[src/rtl/mips_pkg.sv]
// Shared MIPS datapath definitions: widths, ALU op codes, ID/EX payload struct and helpers.
package mips_pkg;

    localparam int unsigned DATA_W    = 32;
    localparam int unsigned REG_IDX_W = 5;
    localparam int unsigned ALU_OP_W  = 4;

    localparam logic [REG_IDX_W-1:0] REG_ZERO = 5'd0;

    // ALU operation encodings
    localparam logic [ALU_OP_W-1:0] ALU_ADD = 4'd0;
    localparam logic [ALU_OP_W-1:0] ALU_SUB = 4'd1;
    localparam logic [ALU_OP_W-1:0] ALU_AND = 4'd2;
    localparam logic [ALU_OP_W-1:0] ALU_OR  = 4'd3;
    localparam logic [ALU_OP_W-1:0] ALU_XOR = 4'd4;
    localparam logic [ALU_OP_W-1:0] ALU_NOR = 4'd5;
    localparam logic [ALU_OP_W-1:0] ALU_SLT = 4'd6;
    localparam logic [ALU_OP_W-1:0] ALU_SLL = 4'd7;
    localparam logic [ALU_OP_W-1:0] ALU_SRL = 4'd8;
    localparam logic [ALU_OP_W-1:0] ALU_SRA = 4'd9;
    localparam logic [ALU_OP_W-1:0] ALU_LUI = 4'd10;

    // Contents of the EX stage register (PC field is kept separately, it is optional)
    typedef struct packed {
        logic                  valid;
        logic [DATA_W-1:0]     operand_a;
        logic [DATA_W-1:0]     operand_b;
        logic [DATA_W-1:0]     rt_data;
        logic [REG_IDX_W-1:0]  rs;
        logic [REG_IDX_W-1:0]  rt;
        logic [REG_IDX_W-1:0]  write_reg;
        logic [REG_IDX_W-1:0]  shamt;
        logic                  reg_write;
        logic                  mem_read;
        logic                  mem_write;
        logic                  mem_to_reg;
        logic [ALU_OP_W-1:0]   alu_op;
    } ex_payload_t;

    // ALU B-operand select: immediate for I-type, rt data otherwise
    function automatic logic [DATA_W-1:0] sel_operand_b(
        input logic              alu_src,
        input logic [DATA_W-1:0] imm_ext,
        input logic [DATA_W-1:0] rt_data
    );
        return alu_src ? imm_ext : rt_data;
    endfunction

    // Destination select: rd for R-type, rt for I-type
    function automatic logic [REG_IDX_W-1:0] sel_write_reg(
        input logic                 reg_dst,
        input logic [REG_IDX_W-1:0] rd,
        input logic [REG_IDX_W-1:0] rt
    );
        return reg_dst ? rd : rt;
    endfunction

endpackage

[src/rtl/mips_load_use_detect.sv]
// Load-use hazard detection: a load in EX whose destination is a source of the instruction in ID.
module mips_load_use_detect
    import mips_pkg::*;
(
    input  logic                 ex_valid_i,
    input  logic                 ex_mem_read_i,
    input  logic [REG_IDX_W-1:0] ex_write_reg_i,
    input  logic                 id_valid_i,
    input  logic [REG_IDX_W-1:0] id_rs_i,
    input  logic [REG_IDX_W-1:0] id_rt_i,
    input  logic                 id_uses_rt_i,
    output logic                 load_use_o
);

    logic load_in_ex;
    logic rs_match;
    logic rt_match;

    // Hazard equation; a load to $0 never creates a dependency
    always_comb begin
        load_in_ex = ex_valid_i & ex_mem_read_i & (ex_write_reg_i != REG_ZERO);
        rs_match   = (ex_write_reg_i == id_rs_i);
        rt_match   = id_uses_rt_i & (ex_write_reg_i == id_rt_i);
        load_use_o = load_in_ex & id_valid_i & (rs_match | rt_match);
    end

endmodule

[src/rtl/id_ex_stage.sv]
// ID/EX pipeline register with operand-B/destination muxing, load-use detection,
// stall hold and flush/bubble insertion. Optional PC field enabled by ID_EX_PC_EN.
module id_ex_stage
    import mips_pkg::*;
(
    input  logic                 clk,
    input  logic                 reset,
    input  logic                 stall,
    input  logic                 flush,
    input  logic                 id_valid,
    input  logic [DATA_W-1:0]    id_rs_data,
    input  logic [DATA_W-1:0]    id_rt_data,
    input  logic [DATA_W-1:0]    id_imm_ext,
    input  logic [REG_IDX_W-1:0] id_rs,
    input  logic [REG_IDX_W-1:0] id_rt,
    input  logic [REG_IDX_W-1:0] id_rd,
    input  logic [REG_IDX_W-1:0] id_shamt,
    input  logic                 id_reg_write,
    input  logic                 id_mem_read,
    input  logic                 id_mem_write,
    input  logic                 id_mem_to_reg,
    input  logic                 id_alu_src,
    input  logic                 id_reg_dst,
    input  logic [ALU_OP_W-1:0]  id_alu_op,
    input  logic                 id_uses_rt,
`ifdef ID_EX_PC_EN
    input  logic [DATA_W-1:0]    id_pc_plus4,
    output logic [DATA_W-1:0]    ex_pc_plus4,
`endif
    output logic                 ex_valid,
    output logic [DATA_W-1:0]    ex_operand_a,
    output logic [DATA_W-1:0]    ex_operand_b,
    output logic [DATA_W-1:0]    ex_rt_data,
    output logic [REG_IDX_W-1:0] ex_rs,
    output logic [REG_IDX_W-1:0] ex_rt,
    output logic [REG_IDX_W-1:0] ex_write_reg,
    output logic [REG_IDX_W-1:0] ex_shamt,
    output logic                 ex_reg_write,
    output logic                 ex_mem_read,
    output logic                 ex_mem_write,
    output logic                 ex_mem_to_reg,
    output logic [ALU_OP_W-1:0]  ex_alu_op,
    output logic                 load_use
);

    ex_payload_t ex_q;
    ex_payload_t ex_d;
    ex_payload_t id_capture;
    logic        load_bubble;
    logic        hold;

    // Hazard check against the instruction currently in EX
    mips_load_use_detect u_load_use_detect (
        .ex_valid_i     (ex_q.valid),
        .ex_mem_read_i  (ex_q.mem_read),
        .ex_write_reg_i (ex_q.write_reg),
        .id_valid_i     (id_valid),
        .id_rs_i        (id_rs),
        .id_rt_i        (id_rt),
        .id_uses_rt_i   (id_uses_rt),
        .load_use_o     (load_use)
    );

    // Decoded ID instruction as it would appear in EX; enables gated by id_valid
    always_comb begin
        id_capture            = '0;
        id_capture.valid      = id_valid;
        id_capture.operand_a  = id_rs_data;
        id_capture.operand_b  = sel_operand_b(id_alu_src, id_imm_ext, id_rt_data);
        id_capture.rt_data    = id_rt_data;
        id_capture.rs         = id_rs;
        id_capture.rt         = id_rt;
        id_capture.write_reg  = sel_write_reg(id_reg_dst, id_rd, id_rt);
        id_capture.shamt      = id_shamt;
        id_capture.reg_write  = id_reg_write  & id_valid;
        id_capture.mem_read   = id_mem_read   & id_valid;
        id_capture.mem_write  = id_mem_write  & id_valid;
        id_capture.mem_to_reg = id_mem_to_reg & id_valid;
        id_capture.alu_op     = id_alu_op;
    end

    // Update priority: flush > stall > load-use bubble > normal load
    always_comb begin
        load_bubble = 1'b0;
        hold        = 1'b0;
        ex_d        = ex_q;
        if (flush) begin
            load_bubble = 1'b1;
        end else if (stall) begin
            hold = 1'b1;
        end else if (load_use) begin
            load_bubble = 1'b1;
        end
        if (load_bubble) begin
            ex_d = '0;
        end else if (!hold) begin
            ex_d = id_capture;
        end
    end

    // EX stage register
    always_ff @(posedge clk) begin
        if (reset) begin
            ex_q <= '0;
        end else begin
            ex_q <= ex_d;
        end
    end

`ifdef ID_EX_PC_EN
    logic [DATA_W-1:0] pc_q;
    logic [DATA_W-1:0] pc_d;

    // PC follows the same hold/bubble rules as the payload
    always_comb begin
        pc_d = pc_q;
        if (load_bubble) begin
            pc_d = '0;
        end else if (!hold) begin
            pc_d = id_pc_plus4;
        end
    end

    // PC register
    always_ff @(posedge clk) begin
        if (reset) begin
            pc_q <= '0;
        end else begin
            pc_q <= pc_d;
        end
    end

    assign ex_pc_plus4 = pc_q;
`endif

    assign ex_valid      = ex_q.valid;
    assign ex_operand_a  = ex_q.operand_a;
    assign ex_operand_b  = ex_q.operand_b;
    assign ex_rt_data    = ex_q.rt_data;
    assign ex_rs         = ex_q.rs;
    assign ex_rt         = ex_q.rt;
    assign ex_write_reg  = ex_q.write_reg;
    assign ex_shamt      = ex_q.shamt;
    assign ex_reg_write  = ex_q.reg_write;
    assign ex_mem_read   = ex_q.mem_read;
    assign ex_mem_write  = ex_q.mem_write;
    assign ex_mem_to_reg = ex_q.mem_to_reg;
    assign ex_alu_op     = ex_q.alu_op;

endmodule

[config.mk]
export PLATFORM = sky130hd
export DESIGN_NAME = id_ex_stage
export DESIGN_NICKNAME = d
export VERILOG_FILES = /design/src/rtl/mips_pkg.sv /design/src/rtl/mips_load_use_detect.sv /design/src/rtl/id_ex_stage.sv
export SDC_FILE = /design/constraint.sdc
export NUM_CORES = 1
export LEC_CHECK = 0
export ABC_AREA = 1
export CAP_MARGIN = 20
export CORE_MARGIN = 5
export CORE_UTILIZATION = 42
export DETAILED_ROUTE_END_ITERATION = 16
export GPL_ROUTABILITY_DRIVEN = 0
export HOLD_SLACK_MARGIN = 0.08
export PLACE_DENSITY = 0.89
export SLEW_MARGIN = 25
export SYNTH_ARGS = -nofsm -noshare
export SYNTH_HDL_FRONTEND = slang
export SYNTH_SLANG_ARGS = --single-unit
[constraint.sdc]
create_clock -name clk -period 1.92 [get_ports clk]
set_input_delay 0.288 -clock clk [delete_from_list [all_inputs] [get_ports clk]]
set_output_delay 0.288 -clock clk [all_outputs]
set_load 0.01 [all_outputs]
==> metrics.log, run 1 <==
[metrics] root buf cell: sky130_fd_sc_hd__clkbuf_16
[metrics] total number of yosys warnings: 0
[metrics] post-layout minimum cycle time: ~1.8 ns
[metrics] type of the worst setup path: input pin to output port
[metrics] count of fill cells added during filler insertion: 1,023
[metrics] dominant cells by area after synthesis: sky130_fd_sc_hd__dfxtp_1, sky130_fd_sc_hd__mux2_4, sky130_fd_sc_hd__nor2_1, sky130_fd_sc_hd__mux2_2, sky130_fd_sc_hd__inv_1
[metrics] number of I/O port buffers: roughly 260
[metrics] # rows: 42
[metrics] share of power burned in combinational logic: 0.175
[metrics] share of synthesized area occupied by flip-flops and latches: 0.4405
[metrics] endpoints failing setup: 0
[metrics] area delta synth->final: 61.19%
[metrics] uppermost layer routed: met4
[metrics] worst path cell trace: clkdlybuf4s50_1 -> inv_1 -> nand2_1 -> nand2_1 -> nor2_1 -> nand3_1 -> a21oi_2 -> clkbuf_2
[metrics] global router's overall resource usage: 0.2101
[metrics] wire length on met2: 8.896 mm
[metrics] biggest area consumer among synthesized cells: sky130_fd_sc_hd__dfxtp_1
[metrics] number of max-capacitance violations reported: 0
[metrics] depth of the CTS H-tree: 4
[metrics] number of synthesized flops with an enable pin: 0
[metrics] leading post-synthesis cells by instance count: sky130_fd_sc_hd__nor2_1, sky130_fd_sc_hd__dfxtp_1, sky130_fd_sc_hd__inv_1, sky130_fd_sc_hd__mux2_4, sky130_fd_sc_hd__o21ai_0
[metrics] highest net fanout along the worst path: 3
[metrics] post-layout power: between 7 and 8 mW
[metrics] initial DRC count: 234
[metrics] starting utilization of the core area: 0.4289
[metrics] total via count after detailed routing: 5,253
[metrics] total die area: 15,950 µm²
[metrics] Clock Skews: approximately 0.0085 ns
[metrics] transition time at the pin with the least slew margin: 0.5039 ns
[metrics] cell family with most CP delay: buffers and inverters
[metrics] DIE WIDTH: 126.3 µm
[metrics] part of the cycle the worst path needs: 0.9438
[metrics] library cell appearing most often on the critical path: sky130_fd_sc_hd__nand2_1
[metrics] net count of the mapped netlist: around 810
[metrics] Die Span Y: 126.3 µm
[metrics] remaining max-slew budget at the tightest pin: 0.6630
[metrics] detailed-route wire length on metal 1: 6.735 mm
[metrics] Clock Sink Count: 125
[metrics] proportion of layout cells with a drive suffix above 1: 0.2002
[metrics] total iterations of the first detailed-routing run: 4
[metrics] most repeated cell in the gate-level netlist after synthesis: sky130_fd_sc_hd__nor2_1
[metrics] Net Switching: 1.663 mW
[metrics] Clock power frac: 0.443
[metrics] number of antenna violations at the first check in global routing: 0
[metrics] DRC violation count after routing: 0
[metrics] global-route wire length before repair: 26.81 mm
[metrics] Cell variety after synth: 25
[metrics] number of diodes: 0
[metrics] buffers inserted during post-CTS setup optimization: 0
[metrics] endpoint required time on the critical path: 1.63 ns
[metrics] largest net degree at the start of global routing: 48
[metrics] wire length on met3: approximately 1.1 mm
[metrics] number of placed instances with taps included: 1,104
[metrics] Hold Path Class: register to register
[metrics] number of instances in the synthesized netlist: between 600 and 700
[metrics] internal power contribution: 5.616 mW
[metrics] startpoint kind of the worst setup timing path: input pin
[metrics] number of global-route vias before repair: 5,305
[metrics] Post-Syn Area: 5680 µm²
[metrics] final HPWL from detailed placement: 12.67 mm
[metrics] Placement Setup Slack: -0.2847 ns
[metrics] share of Yosys cell area claimed by the top area cell type: 0.4405
[metrics] number of top-level pins: 258
[metrics] Clock Path Buffers: 2
[metrics] maximum single-stage delay on the critical path: between 0.5 and 0.6 ns
[metrics] drt via density: 4.628
[metrics] Final Instance Count excl. Fillers: approximately 1,100
[metrics] number of max-slew violations in the final report: 0
[metrics] switching share of total power: 0.2284
[metrics] clock slew seen by the registers of the worst setup and hold paths: 0.05 ns
[metrics] CTS tree: built
[metrics] maximum clock frequency: 551.8 MHz
[metrics] leakage power: 4.044 nW
[metrics] area inside the core boundary: 13,240 µm²
[metrics] antenna viol nets, final: 0
[metrics] arrival time of the worst setup path: 1.52 ns
[metrics] Congestion Overflow GR: 0
[metrics] Max VDD drop: a little over 0.5 mV
[metrics] areal power density over the cells: 795.0 nW/µm²
[metrics] Final Hold Slack: between 0.5 and 0.6 ns
[metrics] Crit. End Element: output port
[metrics] minimum setup slack in the final design: 0.1079 ns
[metrics] register bit total from synthesis: around 130
[metrics] cell at the slowest stage of the critical path: sky130_fd_sc_hd__clkdlybuf4s50_1
[metrics] post-synthesis average cell area: around 8.3 µm²
[metrics] number of hold-slack violations in the final timing report: 0
[metrics] share of async-settable or async-resettable flops after synthesis: 0
[metrics] CP bufs+invs: 3
[metrics] part of the total power dissipated in sequential elements: 0.382
[metrics] Skew-Pair Late Insertion Delay: 0.41 ns
[metrics] count of nets after finishing: 1,079
[metrics] routed wire length: around 17 mm
[metrics] number of buffers created by CTS: 17
[metrics] outcome: completed
[metrics] Most used DFF post-synth: sky130_fd_sc_hd__dfxtp_1
[metrics] post-detailed-route wirelength per cell: about 15 µm
through the flow:
step            TNS, ns  area [µm²]    util
6_report              0        9156  0.6914
5_1_grt        -0.02565        9156  0.6914
4_1_cts               0        9158  0.6915
3_5_place_dp     -20.39        8544  0.6452
3_3_place_gp     -14.41        8544  0.6452
2_1_floorplan         0        5680       -
cell usage in the layout (no fill, tap or decap), drive strengths merged:
cell type,count
buf,29
mux2,83
clkdlybuf4s50,256
inv,91
or2,1
clkinvlp,1
nor2,197
nor3,1
nand3,8
a21oi,1
clkinv,21
dfxtp,125
nand2,36
o21ai,74
o211ai,5
bufinv,2
clkbuf,27
xnor2,1
per-layer routing:
metal / global-route usage / vias to the layer above
met5: 0 / -
met4: 0.08896 / 0
met3: 0.06810 / 30
met2: 0.3759 / 171
met1: 0.2278 / 2416
li1: - / 2636
timing repair:
action	CTS	global route
hold buffers	0	0
setup endpoints to repair	1	1
gates resized for setup	7	2
endpoints found under the hold margin	0	0
layout make-up:
class	instances	area (µm²)	share of cell area
repair buffers	286	2885	0.3151
flip-flops and latches	125	2509	0.2740
clock inverters	5	77.57	0.008472
multi-input cells	407	2522	0.2755
inverters	110	412.9	0.04509
well taps	176	220.2	0.02405
clock buffers	26	529.3	0.05780
cells by family (layout without fill, tap and decap cells):
family	after synthesis	after routing	share of synthesized area
AOI/OAI and AO/OA	80	80	0.07951
xor gates and xnor gates	1	1	0.001542
buffers and inverters	150	427	0.1174
DFF	125	125	0.4405
muxes	83	83	0.1976
and+or+nand+nor	243	243	0.1634
tightest hold or removal path, cell delays in order, from the launching register on:
cell	delay, ns
sky130_fd_sc_hd__dfxtp_1	0.32
sky130_fd_sc_hd__o21ai_1	0.07
sky130_fd_sc_hd__nor2_1	0.09
power groups by stage:
| stage | registers [mW] | logic, mW | clock network, mW |
|---|---|---|---|
| global route | 2.79 | 1.37 | 3.42 |
| global placement | 2.83 | 1.24 | 0 |
| CTS | 2.78 | 1.28 | 3.29 |
| finish | 2.78 | 1.27 | 3.23 |
| detailed placement | 2.83 | 1.26 | 0 |
| floorplan | 2.88 | 0.561 | 0 |
final timing paths:
check                    from               end  slack (ns)  cells past startpoint
max                  id_rt[1]          load_use        0.11                      8
min          ex_operand_b[16]  ex_operand_b[16]        0.52                      2
max reg2reg   ex_write_reg[3]    ex_rt_data[11]        0.18                     11
min reg2reg  ex_operand_b[16]  ex_operand_b[16]        0.52                      2
(Power assumes the default switching activity.)
==> run 2: changes to the inputs <==
--- a/config.mk
+++ b/config.mk
@@ -12,7 +12,7 @@
 export DETAILED_ROUTE_END_ITERATION = 16
 export GPL_ROUTABILITY_DRIVEN = 0
 export HOLD_SLACK_MARGIN = 0.08
-export PLACE_DENSITY = 0.89
+export PLACE_DENSITY = 0.81
 export SLEW_MARGIN = 25
 export SYNTH_ARGS = -nofsm -noshare
 export SYNTH_HDL_FRONTEND = slang
==> metrics.log, run 2 (synthesis gave the netlist of run 1 again) <==
[metrics] outcome: completed (unchanged)
[metrics] number of buffers created by CTS: 17 (unchanged)
[metrics] Hold Path Class: input pin to register (was register to register)
[metrics] Clock Skews: 0.005250 ns (was 0.008547 ns)
[metrics] total die area: 15,950 µm² (unchanged)
[metrics] depth of the CTS H-tree: 4 (unchanged)
[metrics] Die Span Y: 126.3 µm (unchanged)
[metrics] Clock Path Buffers: 2 (unchanged)
[metrics] transition time at the pin with the least slew margin: 0.4961 ns (was 0.5039 ns)
[metrics] number of antenna violations at the first check in global routing: 0 (unchanged)
[metrics] # rows: 42 (unchanged)
[metrics] startpoint kind of the worst setup timing path: register (was input pin)
[metrics] number of diodes: 0 (unchanged)
[metrics] Clock Sink Count: 125 (unchanged)
[metrics] remaining max-slew budget at the tightest pin: 0.6682 (was 0.6630)
[metrics] maximum single-stage delay on the critical path: 0.36 ns (was 0.51 ns)
[metrics] CTS tree: built (unchanged)
[metrics] Placement Setup Slack: -0.3200 ns (was -0.2847 ns)
[metrics] DRC violation count after routing: 0 (unchanged)
[metrics] Final Hold Slack: 0.3809 ns (was 0.5166 ns)
[metrics] Setup TNS Final: 0 ns (unchanged)
[metrics] most common cell after layout, fill and taps aside: sky130_fd_sc_hd__clkdlybuf4s50_1 (unchanged)
[metrics] antenna viol nets, final: 0 (unchanged)
[metrics] cell at the slowest stage of the critical path: sky130_fd_sc_hd__dfxtp_2 (was sky130_fd_sc_hd__clkdlybuf4s50_1)
[metrics] total via count after detailed routing: 5,125 (was 5,253)
[metrics] Skew-Pair Late Insertion Delay: 0.40 ns (was 0.41 ns)
[metrics] endpoints failing setup: 0 (unchanged)
[metrics] highest net fanout along the worst path: 5 (was 3)
[metrics] count of nets after finishing: 1,087 (was 1,079)
[metrics] post-detailed-route wirelength per cell: 14.49 µm (was 15.16 µm)
[metrics] CP bufs+invs: 2 (was 3)
[metrics] global-route wire length before repair: 26.14 mm (was 26.81 mm)
[metrics] initial DRC count: 221 (was 234)
[metrics] final HPWL from detailed placement: 12.36 mm (was 12.67 mm)
[metrics] minimum setup slack in the final design: 0.1181 ns (was 0.1079 ns)
[metrics] arrival time of the worst setup path: 1.51 ns (was 1.52 ns)
[metrics] DIE WIDTH: 126.3 µm (unchanged)
[metrics] number of max-capacitance violations reported: 0 (unchanged)
[metrics] commonest cells after routing, fill and taps aside: sky130_fd_sc_hd__clkdlybuf4s50_1, sky130_fd_sc_hd__nor2_1, sky130_fd_sc_hd__dfxtp_1 (unchanged)
[metrics] number of hold-slack violations in the final timing report: 0 (unchanged)
[metrics] drt via density: 4.500 (was 4.628)
[metrics] root buf cell: sky130_fd_sc_hd__clkbuf_16 (unchanged)
[metrics] cell family with most CP delay: flip-flops (was buffers and inverters)
[metrics] leakage power: 4.046 nW (was 4.044 nW)
[metrics] area delta synth->final: 60.64% (was 61.19%)
[metrics] endpoint required time on the critical path: 1.63 ns (about the same)
[metrics] global router's overall resource usage: 0.2025 (was 0.2101)
[metrics] clock slew seen by the registers of the worst setup and hold paths: 0.05 ns (about the same)
[metrics] number of global-route vias before repair: 5,274 (was 5,305)
[metrics] number of I/O port buffers: 257 (unchanged)
[metrics] part of the cycle the worst path needs: 0.9385 (was 0.9438)
[metrics] worst path cell trace: inv_1 -> nand2_1 -> nand2_1 -> nor2_1 -> nand3_1 -> a21oi_2 -> buf_2 (was clkdlybuf4s50_1 -> inv_1 -> nand2_1 -> nand2_1 -> nor2_1 -> nand3_1 -> a21oi_2 -> clkbuf_2)
[metrics] Congestion Overflow GR: 0 (unchanged)
[metrics] starting utilization of the core area: 0.4289 (unchanged)
[metrics] type of the worst setup path: register to output port (was input pin to output port)
[metrics] post-layout minimum cycle time: 1.802 ns (was 1.812 ns)
[metrics] Max VDD drop: 0.4350 mV (was 0.5154 mV)
[metrics] proportion of layout cells with a drive suffix above 1: 0.2015 (was 0.2002)
[metrics] routed wire length: 16.50 mm (was 17.21 mm)
[metrics] total iterations of the first detailed-routing run: 4 (unchanged)
[metrics] largest net degree at the start of global routing: 35 (was 48)
[metrics] maximum clock frequency: 555.0 MHz (was 551.8 MHz)
[metrics] number of max-slew violations in the final report: 0 (unchanged)
[metrics] Crit. End Element: output port (unchanged)
[metrics] unrepaired setup endpoints after global routing: false
[metrics] number of top-level pins: 258 (unchanged)
[metrics] areal power density over the cells: 742.1 nW/µm² (was 795.0 nW/µm²)
[metrics] library cell appearing most often on the critical path: sky130_fd_sc_hd__nand2_1 (unchanged)
[metrics] area inside the core boundary: 13,240 µm² (unchanged)
## run 2: cell count changes in the layout (fill, tap and decap cells not counted), moves of 2 or more
cell | previous run | this run
sky130_fd_sc_hd__buf_4 | 21 | 28
sky130_fd_sc_hd__bufinv_16 | 2 | 0
sky130_fd_sc_hd__clkbuf_1 | 2 | 4
sky130_fd_sc_hd__clkbuf_8 | 7 | 3
sky130_fd_sc_hd__dfxtp_2 | 5 | 3
## run 2: worst reg2reg max path, stage by stage, from the launching register on
cell and delay [ns]:
sky130_fd_sc_hd__dfxtp_1 0.31, sky130_fd_sc_hd__buf_4 0.15, sky130_fd_sc_hd__nor3_1 0.20, sky130_fd_sc_hd__nand3_1 0.09
sky130_fd_sc_hd__nand2_1 0.11, sky130_fd_sc_hd__buf_4 0.12, sky130_fd_sc_hd__inv_1 0.03, sky130_fd_sc_hd__nand3_1 0.11
sky130_fd_sc_hd__nand2_4 0.13, sky130_fd_sc_hd__buf_12 0.20, sky130_fd_sc_hd__nor2_1 0.12
## run 2: metal layers
metal  share of wire  vias to the layer above  GRT usage
met2            0.51                      151     0.3531
li1                -                     2645          -
met1            0.41                     2300     0.2276
met5               0                        -          0
met4           0.025                        0    0.08833
met3           0.063                       29    0.06347
## run 2: layout make-up
class                           count  area, µm²
Clock buffer                       24      481.7
Clock inverter                      3      15.01
Fill cell                        1064       4118
Inverter                          110      412.9
Multi-Input combinational cell    407       2525
Sequential cell                   125       2510
Tap cell                          176      220.2
Timing Repair Buffer              294       2960
## run 2: where the power goes
part	switching (mW)	leakage, nW	internal, mW	total, mW
logic	0.506	2.77	0.772	1.28
clock network	1.01	0.248	1.71	2.72
registers	0.0616	1.03	2.72	2.78
total	1.58	4.05	5.19	6.77
## run 2: repair_timing
action                     in CTS  in global routing
setup buffers                   0                  0
hold buffers                    0                  0
setup endpoints to repair       1                  1
pin swaps                       0                  1
gates resized for setup         9                  3
## run 2: worst paths after layout
path / start / end / slack, ns / cells after the start
worst max-delay path: ex_write_reg[0] / load_use / 0.12 / 7
worst min-delay path: id_rt[0] / ex_rt[0] / 0.38 / 5
worst max register to register: ex_write_reg[1] / ex_rt_data[13] / 0.31 / 10
worst min register to register: ex_operand_b[17] / ex_operand_b[17] / 0.50 / 2
## run 2: stage by stage
step	cells	cell area [µm²]	util	power [mW]
floorplan	682	5680	-	3.440
detailed placement	1112	8617	0.6507	4.104
global route	1139	9125	0.6891	7.076
global placement	1112	8617	0.6507	4.083
finish	1139	9125	0.6891	6.772
CTS	1139	9117	0.6885	6.858
